===== config.mk =====
export PLATFORM = sky130hd
export DESIGN_NAME = lb_chan_read_pipe
export DESIGN_NICKNAME = d
export VERILOG_FILES = /design/src/rtl/lb_pipe_pkg.sv /design/src/rtl/lb_tag_delay.sv /design/src/rtl/lb_chan_read_pipe.sv
export SDC_FILE = /design/constraint.sdc
export NUM_CORES = 1
export LEC_CHECK = 0
export CAP_MARGIN = 20
export CELL_PAD_IN_SITES_DETAIL_PLACEMENT = 0
export CELL_PAD_IN_SITES_GLOBAL_PLACEMENT = 1
export CORE_MARGIN = 8
export CORE_UTILIZATION = 40
export CTS_CLUSTER_DIAMETER = 120
export DETAILED_ROUTE_END_ITERATION = 16
export PLACE_DENSITY_LB_ADDON = 0.1
export SETUP_SLACK_MARGIN = 0.4
export SKIP_CTS_REPAIR_TIMING = 1
export SYNTH_ARGS = -nofsm -noshare
export SYNTH_HDL_FRONTEND = slang
export SYNTH_HIERARCHICAL = 1
export SYNTH_SLANG_ARGS = --single-unit

===== constraint.sdc =====
create_clock -name clk -period 2.36 [get_ports clk]
set_clock_uncertainty 0.2 [all_clocks]
set_input_delay 0.472 -clock clk [delete_from_list [all_inputs] [get_ports clk]]
set_output_delay 0.472 -clock clk [all_outputs]
set_load 0.05 [all_outputs]

===== src/rtl/lb_pipe_pkg.sv =====
// Shared constants and the in-flight transaction tag for lb_chan_read_pipe.
// The LB_ACCESS_CNT_EN build uses cnt_sel() to locate the access-counter index.
package lb_pipe_pkg;

    localparam int          LB_AW           = 24;
    localparam int          LB_DW           = 32;
    localparam int          LB_CH_SEL_W     = 4;
    localparam logic [31:0] LB_DEFAULT_WORD = 32'hdeadbeef;

    // Tag sel is sized for the widest supported select field; narrower fields zero-extend.
    localparam int SEL_MAX_W = 8;
    typedef logic [SEL_MAX_W-1:0] sel_t;

    typedef struct packed {
        logic valid;
        logic rd;
        sel_t sel;
    } tag_t;

    function automatic sel_t cnt_sel(input int w);
        return sel_t'((1 << w) - 1);
    endfunction

    localparam sel_t LB_CNT_SEL = cnt_sel(LB_CH_SEL_W);

endpackage


===== src/rtl/lb_tag_delay.sv =====
// Fixed-depth shift register for transaction tags; rst clears every stage.
// A depth of 0 gives a straight wire from tag_in to tag_out.
module lb_tag_delay
    import lb_pipe_pkg::*;
#(
    parameter int DEPTH = 1
) (
    input  logic clk,
    input  logic rst,
    input  tag_t tag_in,
    output tag_t tag_out
);

    generate
        if (DEPTH == 0) begin : g_pass
            assign tag_out = tag_in;
        end else begin : g_sr
            tag_t tag_q [DEPTH];

            always_ff @(posedge clk) begin
                if (rst) begin
                    for (int i = 0; i < DEPTH; i++) tag_q[i] <= '0;
                end else begin
                    tag_q[0] <= tag_in;
                    for (int i = 1; i < DEPTH; i++) tag_q[i] <= tag_q[i-1];
                end
            end

            assign tag_out = tag_q[DEPTH-1];
        end
    endgenerate

endmodule


===== src/rtl/lb_chan_read_pipe.sv =====
// Local-bus fan-out to NCH channels with a fixed-latency read return.
// Optional macro LB_ACCESS_CNT_EN adds read/write access counters at the top channel index.
module lb_chan_read_pipe
    import lb_pipe_pkg::*;
#(
    parameter int NCH           = 4,
    parameter int AW            = LB_AW,
    parameter int DW            = LB_DW,
    parameter int CH_SEL_LSB    = 20,
    parameter int CH_SEL_W      = LB_CH_SEL_W,
    parameter int CH_LAT        = 1,
    parameter int READ_PIPE_LEN = 11,
    parameter logic [DW-1:0] DEFAULT_WORD = DW'(LB_DEFAULT_WORD)
) (
    input  logic                  clk,
    input  logic                  rst,
    input  logic                  lb_strobe,
    input  logic                  lb_rd,
    input  logic [AW-1:0]         lb_addr,
    input  logic [DW-1:0]         lb_wdata,
    output logic [DW-1:0]         lb_data_in,
    output logic                  lb_rvalid,
    output logic [NCH-1:0]        ch_strobe,
    output logic                  ch_rd,
    output logic [CH_SEL_LSB-1:0] ch_addr,
    output logic [DW-1:0]         ch_wdata,
    input  logic [NCH*DW-1:0]     ch_rdata
);

    // Stages between the capture mux and the output register.
    localparam int RET_D = (READ_PIPE_LEN >= CH_LAT + 2) ? READ_PIPE_LEN - CH_LAT - 2 : 0;

    generate
        if (READ_PIPE_LEN < CH_LAT + 2) begin : g_chk_len
            $error("lb_chan_read_pipe: READ_PIPE_LEN must be >= CH_LAT+2");
        end
        if (NCH < 1 || NCH > 2**CH_SEL_W || CH_SEL_W > SEL_MAX_W) begin : g_chk_nch
            $error("lb_chan_read_pipe: NCH must be 1..2**CH_SEL_W, CH_SEL_W <= SEL_MAX_W");
        end
    endgenerate

    sel_t           sel;
    logic [NCH-1:0] strobe_nxt;
    tag_t           s0_tag, cap_tag, ret_tag;
    logic [DW-1:0]  cap_word, ret_data;

    assign sel = sel_t'(lb_addr[CH_SEL_LSB +: CH_SEL_W]);

    always_comb begin
        strobe_nxt = '0;
        for (int k = 0; k < NCH; k++)
            if (lb_strobe && sel == sel_t'(k)) strobe_nxt[k] = 1'b1;
    end

    always_ff @(posedge clk) begin
        if (rst) begin
            ch_strobe <= '0;
            ch_rd     <= 1'b0;
            ch_addr   <= '0;
            ch_wdata  <= '0;
            s0_tag    <= '0;
        end else begin
            ch_strobe    <= strobe_nxt;
            s0_tag.valid <= lb_strobe;
            s0_tag.rd    <= lb_rd;
            s0_tag.sel   <= sel;
            if (lb_strobe) begin
                ch_rd    <= lb_rd;
                ch_addr  <= lb_addr[CH_SEL_LSB-1:0];
                ch_wdata <= lb_wdata;
            end
        end
    end

`ifdef LB_ACCESS_CNT_EN
    localparam sel_t CNT_SEL = cnt_sel(CH_SEL_W);

    generate
        if (NCH >= 2**CH_SEL_W) begin : g_chk_cnt
            $error("lb_chan_read_pipe: LB_ACCESS_CNT_EN needs NCH < 2**CH_SEL_W");
        end
    endgenerate

    logic [15:0] rd_cnt, wr_cnt;

    // A write to the counter index clears instead of counting itself.
    always_ff @(posedge clk) begin
        if (rst) begin
            rd_cnt <= '0;
            wr_cnt <= '0;
        end else if (lb_strobe) begin
            if (!lb_rd && sel == CNT_SEL) begin
                rd_cnt <= '0;
                wr_cnt <= '0;
            end else if (lb_rd) begin
                if (rd_cnt != 16'hffff) rd_cnt <= rd_cnt + 16'd1;
            end else begin
                if (wr_cnt != 16'hffff) wr_cnt <= wr_cnt + 16'd1;
            end
        end
    end
`endif

    lb_tag_delay #(.DEPTH(CH_LAT)) u_cap_dly (
        .clk     (clk),
        .rst     (rst),
        .tag_in  (s0_tag),
        .tag_out (cap_tag)
    );

    always_comb begin
        cap_word = DEFAULT_WORD;
`ifdef LB_ACCESS_CNT_EN
        if (cap_tag.sel == CNT_SEL) cap_word = DW'({rd_cnt, wr_cnt});
`endif
        for (int k = 0; k < NCH; k++)
            if (cap_tag.sel == sel_t'(k)) cap_word = ch_rdata[k*DW +: DW];
    end

    lb_tag_delay #(.DEPTH(RET_D)) u_ret_dly (
        .clk     (clk),
        .rst     (rst),
        .tag_in  (cap_tag),
        .tag_out (ret_tag)
    );

    // Data rides alongside the return tags; only the tag stages need clearing.
    generate
        if (RET_D == 0) begin : g_dpass
            assign ret_data = cap_word;
        end else begin : g_dsr
            logic [DW-1:0] d_q [RET_D];
            always_ff @(posedge clk) begin
                d_q[0] <= cap_word;
                for (int i = 1; i < RET_D; i++) d_q[i] <= d_q[i-1];
            end
            assign ret_data = d_q[RET_D-1];
        end
    endgenerate

    always_ff @(posedge clk) begin
        if (rst) begin
            lb_data_in <= '0;
            lb_rvalid  <= 1'b0;
        end else begin
            lb_rvalid <= ret_tag.valid && ret_tag.rd;
            if (ret_tag.valid && ret_tag.rd) lb_data_in <= ret_data;
        end
    end

    logic unused_bits;
    assign unused_bits = ^{lb_addr, ret_tag.sel};

endmodule


Word level (Yosys, flattened, before mapping)

Memory sizes are Yosys's and may differ from the RTL's. A register that Yosys moved wholly into a read port is not among the register bits.
Index checks and enable logic that the tools add are counted.
Widths: inputs -> output; s select.

Equality and inequality tests: 6
Bitwise operators: 8
Muxes and demuxes: 21
Reduce and logical (&&, ||, !) cells: 8

Operators with widths:

| cell               | number |
|---|---|
| $mux 32            | 4 |
| $mux 10            | 9 |
| $eq 8x2->1 const B | 2 |
| $logic_not 8->1    | 2 |
| $reduce_or 10->1   | 1 |
| $eq 4x2->1 const B | 2 |
| $eq 8x1->1 const B | 1 |
| $mux 1             | 8 |
| $or 1x1->1         | 8 |
| $logic_and 1x1->1  | 5 |
| $eq 4x1->1 const B | 1 |

Bits in registers: 68
Logic and storage cells: 55
Memory bits (writable): 346
Memories: 3

Memories:

| name                 | words | bits a word | read ports | clocked after memory_dff | write ports | RTL line                 | text |
|---|---|---|---|---|---|---|---|
| g_dsr.d_q            | 8     | 32          | 8          | 1                        | 8           | lb_chan_read_pipe.sv:132 | `logic [DW-1:0] d_q [RET_D];` |
| u_ret_dly.g_sr.tag_q | 8     | 10          | 8          | 0                        | 8           | lb_tag_delay.sv:18       | `tag_t tag_q [DEPTH];` |
| u_cap_dly.g_sr.tag_q | 1     | 10          | 1          | 0                        | 1           | lb_tag_delay.sv:18       |  |

Depth between registers and ports, before layout

Gate-level depths: netlist of the first run.
An unclocked memory read counts as a cell.

Word-level depth: 6
Depth in mapped cells: 4
Gate-level depth less buffers: 2

Hierarchy

Netlist of the first run, hierarchy kept.

By module, submodules not included:

| module                   | area each (µm²) | cells each | seq. area each (µm²) | instances |
|---|---|---|---|---|
| lb_chan_read_pipe        | 9,690.5         | 679        | 7,046.8              | 1 |
| lb_tag_delay (u_ret_dly) | 2,142.1         | 168        | 1,601.5              | 1 |
| lb_tag_delay (u_cap_dly) | 262.8           | 20         | 200.2                | 1 |

Worst setup path before layout of the first run

Ideal clock, no wire load.

Path type: reg-to-reg
From: mem u_cap_dly/g_sr.tag_q[0][0] (netlist bit)
To: mem g_dsr.d_q[0][10] (netlist bit)
Period minus slack after synthesis: 1.689 ns
Buffers on the path: 2
Path slack: 0.671 ns
Stages on the path, launching flop included: 5
Required time: 2.033 ns
Arrival time: 1.362 ns
Library setup time: 0.127 ns
Path through: dfxtp_1 -> buf_6 -> buf_12 -> mux4_2 -> or3_1

RTL lines:

| item               | RTL line |
|---|---|
| start: declaration | lb_tag_delay.sv:18 |
| end: declaration   | lb_chan_read_pipe.sv:132 |

Worst setup path after layout of the first run

From: reg ch_addr[17]
To: out ch_addr[17]

RTL lines:

| item                     | RTL line                | text |
|---|---|---|
| start: declaration       | lb_chan_read_pipe.sv:25 | `output logic [CH_SEL_LSB-1:0] ch_addr,` |
| start signal: assignment | lb_chan_read_pipe.sv:69 | `ch_addr <= lb_addr[CH_SEL_LSB-1:0];` |

No word-level cell between the ends.

==> results of run 1 <==
## per-stage QoR
step	utilization, %	total power (W)	instances	setup TNS [ns]	setup slack, ns
CTS	57.1	0.0140	1380	-0.215	-0.0305
finish	55.5	0.0138	1380	0	0.415
detailed placement	52.1	0.00793	1313	0	0.301
global route	55.5	0.0144	1380	0	0.328
global placement	52.1	0.00792	1313	0	0.328
floorplan	-	0.00743	742	0	0.673
## per-layer routing
| metal | up-vias | GRT usage (%) | routed length (µm) |
|---|---|---|---|
| met2 | 222 | 17.1 | 8020 |
| li1 | 3048 | - | - |
| met5 | - | 0 | 0 |
| met4 | 0 | 4.03 | 349 |
| met1 | 2650 | 16.4 | 9570 |
| met3 | 34 | 5.96 | 2100 |
## flip-flops by register name, indices dropped and copies added, names as in the netlist
register	cells
u_cap_dly/g_sr.tag_q	10
ch_addr	20
s0_tag	6
ch_rd	1
g_dsr.d_q	256
lb_rvalid	1
ch_strobe	4
ch_wdata	32
u_ret_dly/g_sr.tag_q	16
lb_data_in	32
## layout make-up
class / count / area [µm²] / share of cell area [%]
tap: 335 / 419 / 2.92
sequential: 378 / 7570 / 52.8
clock buffer: 45 / 996 / 6.95
inverter: 2 / 7.51 / 0.0524
multi-input combinational: 313 / 2580 / 18.0
clock inverter: 22 / 302 / 2.10
timing repair buffer: 285 / 2460 / 17.2
## report_power, final
part / switching [W] / internal (W) / total [W] / leakage, nW
registers: 0.0000928 / 0.00675 / 0.00684 / 3.11
logic: 0.000413 / 0.000466 / 0.000878 / 2.19
clock network: 0.00235 / 0.00370 / 0.00605 / 0.621
total: 0.00285 / 0.0109 / 0.0138 / 5.92
## worst max-delay path by stage
stage,end,slack [ns],depth (start not counted)
floorplan,ch_strobe[0]$_SDFF_PP0_,0.67,3
global placement,ch_strobe[1]$_SDFF_PP0_,0.33,3
detailed placement,ch_strobe[3]$_SDFF_PP0_,0.30,3
CTS,lb_data_in[31],-0.03,1
global route,ch_addr[17],0.33,1
finish,ch_addr[17],0.41,1
==> flow_summary.yaml, run 1 <==
worst_setup_path:
  slowest_stage: "dlymetal6s2s_1"
  rr_startpoint: "u_cap_dly/g_sr.tag_q[0][0]$_SDFF_PP0_"
  crit_path_cell_trace: "dlymetal6s2s_1"
  rrSetupSlack_ns: 0.56
  cp_max_fo: 2
  cp_data_required_time_ns: 1.69
  startpoint: "ch_addr[17]$_SDFFE_PP0P_"
  crit_family: "buffers and inverters"
  reg2reg_depth: 3
  timing.rr.end: "g_dsr.d_q[0][16]$_DFF_P_"
  endpoint_kind: "output port"
  arrival_ns: 1.27
  cp.buffers_inverters: 1
  startpoint_type: "register"
  criticalPathCategory: "register to output port"
  slowest_delay_ns: 0.45
yosys:
  syn_avg_cell_area_um2: 14.1
  synthCells: 739
  yosys_warnings: 6
  synth_area_um2: 10400
hold_path:
  hp-class: "register to register"
  worstHoldPathCells: 0
  worstHoldStart: "g_dsr.d_q[4][1]$_DFF_P_"
  whs_endpoint: "g_dsr.d_q[5][1]$_DFF_P_"
job:
  cap_violations: 0
placed_design:
  post-dp-hpwl_um: 13700
  gp_congestion: 0.689
  dpl_cell_area_um2: 13500
  portBuffers: 277
floorplan:
  initial_utilization_pct: 40.3
  num_rows: 59
  die_h_um: 177
  core_area_um2: 25800
  die_x_um: 177
  die-area_um2: 31500
  pin_count: 278
clock_tree:
  root_buffer: "clkbuf_16"
  clockBufferDepth: 3
  worstSkewPairLatency_ns: 0.51
  numCtsBuffers: 37
  cts_tree: "done"
  cts_num_sinks: 378
  h-tree-depth: 2
  cts.reportedPaths.clkPinSlew_ns: 0.06
sta:
  hold-worst-slack_ns: 0.110
  relSlewSlack_pct: 62.2
  rsz0062_at_grt: "yes"
  max_freq_mhz: 514
  fin_crit_sh_pct: 82.4
  final-hold-violation-count: 0
  fin_crit_ns: 1.95
  maxSlewViolCount: 0
  tightest_slew_ns: 0.568
  finalSetupViolCount: 0
grt:
  overflow: 0
  grt_pass1_wl_um: 31800
  antenna_found_initial: 0
  grt_pass1_vias: 6127
  grt.total_usage_pct: 12.3
  grt_start_max_net_pins: 119
route:
  first_pass_iters: 4
  routed_wl_um: 20000
  wire_per_inst_um: 14.5
  viasPerCell: 4.31
  first_iter_violations: 243
  ant_nets: 0
  vias: 5954
  drc: 0
cells_and_area:
  num_antenna_cells: 0
  fin_area_um2: 14300
  num-fill-cells: 2274
  synthToLayoutAreaGrowth_pct: 37.7
  final_net_count: 1205
  layout_commonest_cell: "dfxtp_1"
  drive_gt1_share_pct: 21.8
  final_cell_mix: "375 x dfxtp_1, 185 x clkdlybuf4s50_1, 84 x clkbuf_2, 57 x nor2_1, 53 x mux2i_1"
power_and_ir_drop:
  p_per_area_nw_per_um2: 960
  vdd_drop_max_v: 0.000576
  leakage_nw: 5.92
status:
  status: "completed"
(Power assumes the default switching activity.)
==> run 2: changes to the inputs <==
==> constraint.sdc (replaced) <==
create_clock -name clk -period 1.9 [get_ports clk]
set_clock_uncertainty 0.2 [all_clocks]
set_input_delay 0.38 -clock clk [delete_from_list [all_inputs] [get_ports clk]]
set_output_delay 0.38 -clock clk [all_outputs]
set_load 0.05 [all_outputs]
==> flow_summary.yaml, run 2 (synthesis results as in run 1) <==
cells_and_area:
  layout_commonest_cell: "dfxtp_1"
  final_net_count: 1217
  num-fill-cells: 2139
  final_cell_mix: "285 x dfxtp_1, 185 x clkdlybuf4s50_1, 92 x dfxtp_2, 80 x buf_8, 57 x nor2_1"
  top_regs: "g_dsr.d_q (256), ch_wdata (32), lb_data_in (32)"
  largest_register_ffs: 256
  num_antenna_cells: 0
  largest_register: "g_dsr.d_q"
  drive_gt1_share_pct: 31.2
  fin_area_um2: 15400
  synthToLayoutAreaGrowth_pct: 48.1
sta:
  fin_crit_ns: 1.78
  maxSlewViolCount: 0
  rsz0062_at_grt: "yes"
  max_freq_mhz: 562
  finalSetupViolCount: 0
  final-hold-violation-count: 3
  hold-worst-slack_ns: -0.00140
  setup_slack_ns: 0.120
  fin_crit_sh_pct: 93.7
grt:
  overflow: 0
  antenna_found_initial: 2
  grt_start_max_net_pins: 83
  grt_pass1_vias: 6150
  grt_pass1_wl_um: 32600
  grt.total_usage_pct: 12.9
clock_tree:
  numCtsBuffers: 38
  cts.reportedPaths.clkPinSlew_ns: 0.06
  cts_tree: "done"
  clockBufferDepth: 3
  worstSkewPairLatency_ns: 0.50
  h-tree-depth: 2
  cts_num_sinks: 378
  root_buffer: "clkbuf_16"
placed_design:
  dp_slack_ns: -0.0700
  gp_congestion: 0.721
  portBuffers: 277
  dpl_cell_area_um2: 13300
  post-dp-hpwl_um: 14800
floorplan:
  num_rows: 59
  die-area_um2: 31500
  core_area_um2: 25800
  pin_count: 278
  die_h_um: 177
  die_x_um: 177
  initial_utilization_pct: 40.3
worst_setup_path:
  criticalPathCategory: "register to register"
  cp.buffers_inverters: 1
  cp_data_required_time_ns: 2.07
  startpoint_type: "register"
  endpoint_kind: "register"
  crit_family: "multiplexers"
  slowest_delay_ns: 0.54
  slowest_stage: "mux4_2"
  cp_max_fo: 5
  arrival_ns: 1.95
  crit_path_cell_trace: "buf_8, mux4_2, or3_1"
job:
  cap_violations: 0
route:
  routed_wl_um: 21700
  viasPerCell: 4.38
  first_iter_violations: 210
  first_pass_iters: 4
  vias: 6093
  wire_per_inst_um: 15.6
  drc: 0
  ant_nets: 0
power_and_ir_drop:
  vdd_drop_max_v: 0.000692
  p_per_area_nw_per_um2: 1120
  leakage_nw: 6.23
status:
  status: "finished, violations left"
  violations: "negative hold slack"
hold_path:
  hp-class: "input pin to register"
==> run 2: cell types whose count changed in the layout (fill, tap and decap cells not counted), moves of 11 or more <==
cell      before  now
buf_6          0   11
dfxtp_2        3   92
dfxtp_1      375  285
buf_8          0   80
clkbuf_2      84    0
==> run 2: final timing paths <==
path | from | end | slack [ns] | depth (start not counted)
max | u_cap_dly/g_sr.tag_q[0][0]$_SDFF_PP0_ | g_dsr.d_q[0][9]$_DFF_P_ | 0.12 | 3
min | rst | ch_strobe[0]$_SDFF_PP0_ | -0.001 | 3
max reg2reg | u_cap_dly/g_sr.tag_q[0][0]$_SDFF_PP0_ | g_dsr.d_q[0][9]$_DFF_P_ | 0.12 | 3
min reg2reg | g_dsr.d_q[4][1]$_DFF_P_ | g_dsr.d_q[5][1]$_DFF_P_ | 0.12 | 0
==> run 2: worst min-delay path: stages <==
cell and delay [ns]:
buf_4 0.11, or4b_4 0.13, nor3_1 0.04
==> run 2: routing by layer <==
| layer | global-route usage, % | wire length, µm | up-vias |
|---|---|---|---|
| met2 | 19.4 | 9900 | 217 |
| met1 | 15.9 | 9190 | 2761 |
| li1 | - | - | 3081 |
| met3 | 6.30 | 2160 | 32 |
| met4 | 4.48 | 384 | 2 |
| met5 | 0 | 13 | - |
==> run 2: final cells by class <==
cell class                      count  area (µm²)  area share, %
Clock buffer                       50        1050           6.79
Timing Repair Buffer              295        3430           22.2
Inverter                            2        7.51         0.0487
Clock inverter                     17         251           1.63
Sequential cell                   378        7690           49.8
Tap cell                          335         419           2.72
Multi-Input combinational cell    314        2580           16.7
==> run 2: power by group <==
part / leakage, nW / switching, W / total, W / internal, W
logic: 2.45 / 0.000528 / 0.00125 / 0.000725
clock network: 0.633 / 0.00283 / 0.00754 / 0.00471
registers: 3.15 / 0.000149 / 0.00855 / 0.00840
total: 6.23 / 0.00351 / 0.0173 / 0.0138
==> run 2: stage by stage <==
step           power [W]  utilization (%)  TNS, ns  instances
2_1_floorplan    0.00923                -        0        742
5_1_grt           0.0181             59.7        0       1391
6_report          0.0173             59.7        0       1391
3_5_place_dp     0.00984             51.4   -0.181       1317
3_3_place_gp     0.00983             51.4   -0.139       1317
4_1_cts           0.0175             56.4        0       1384
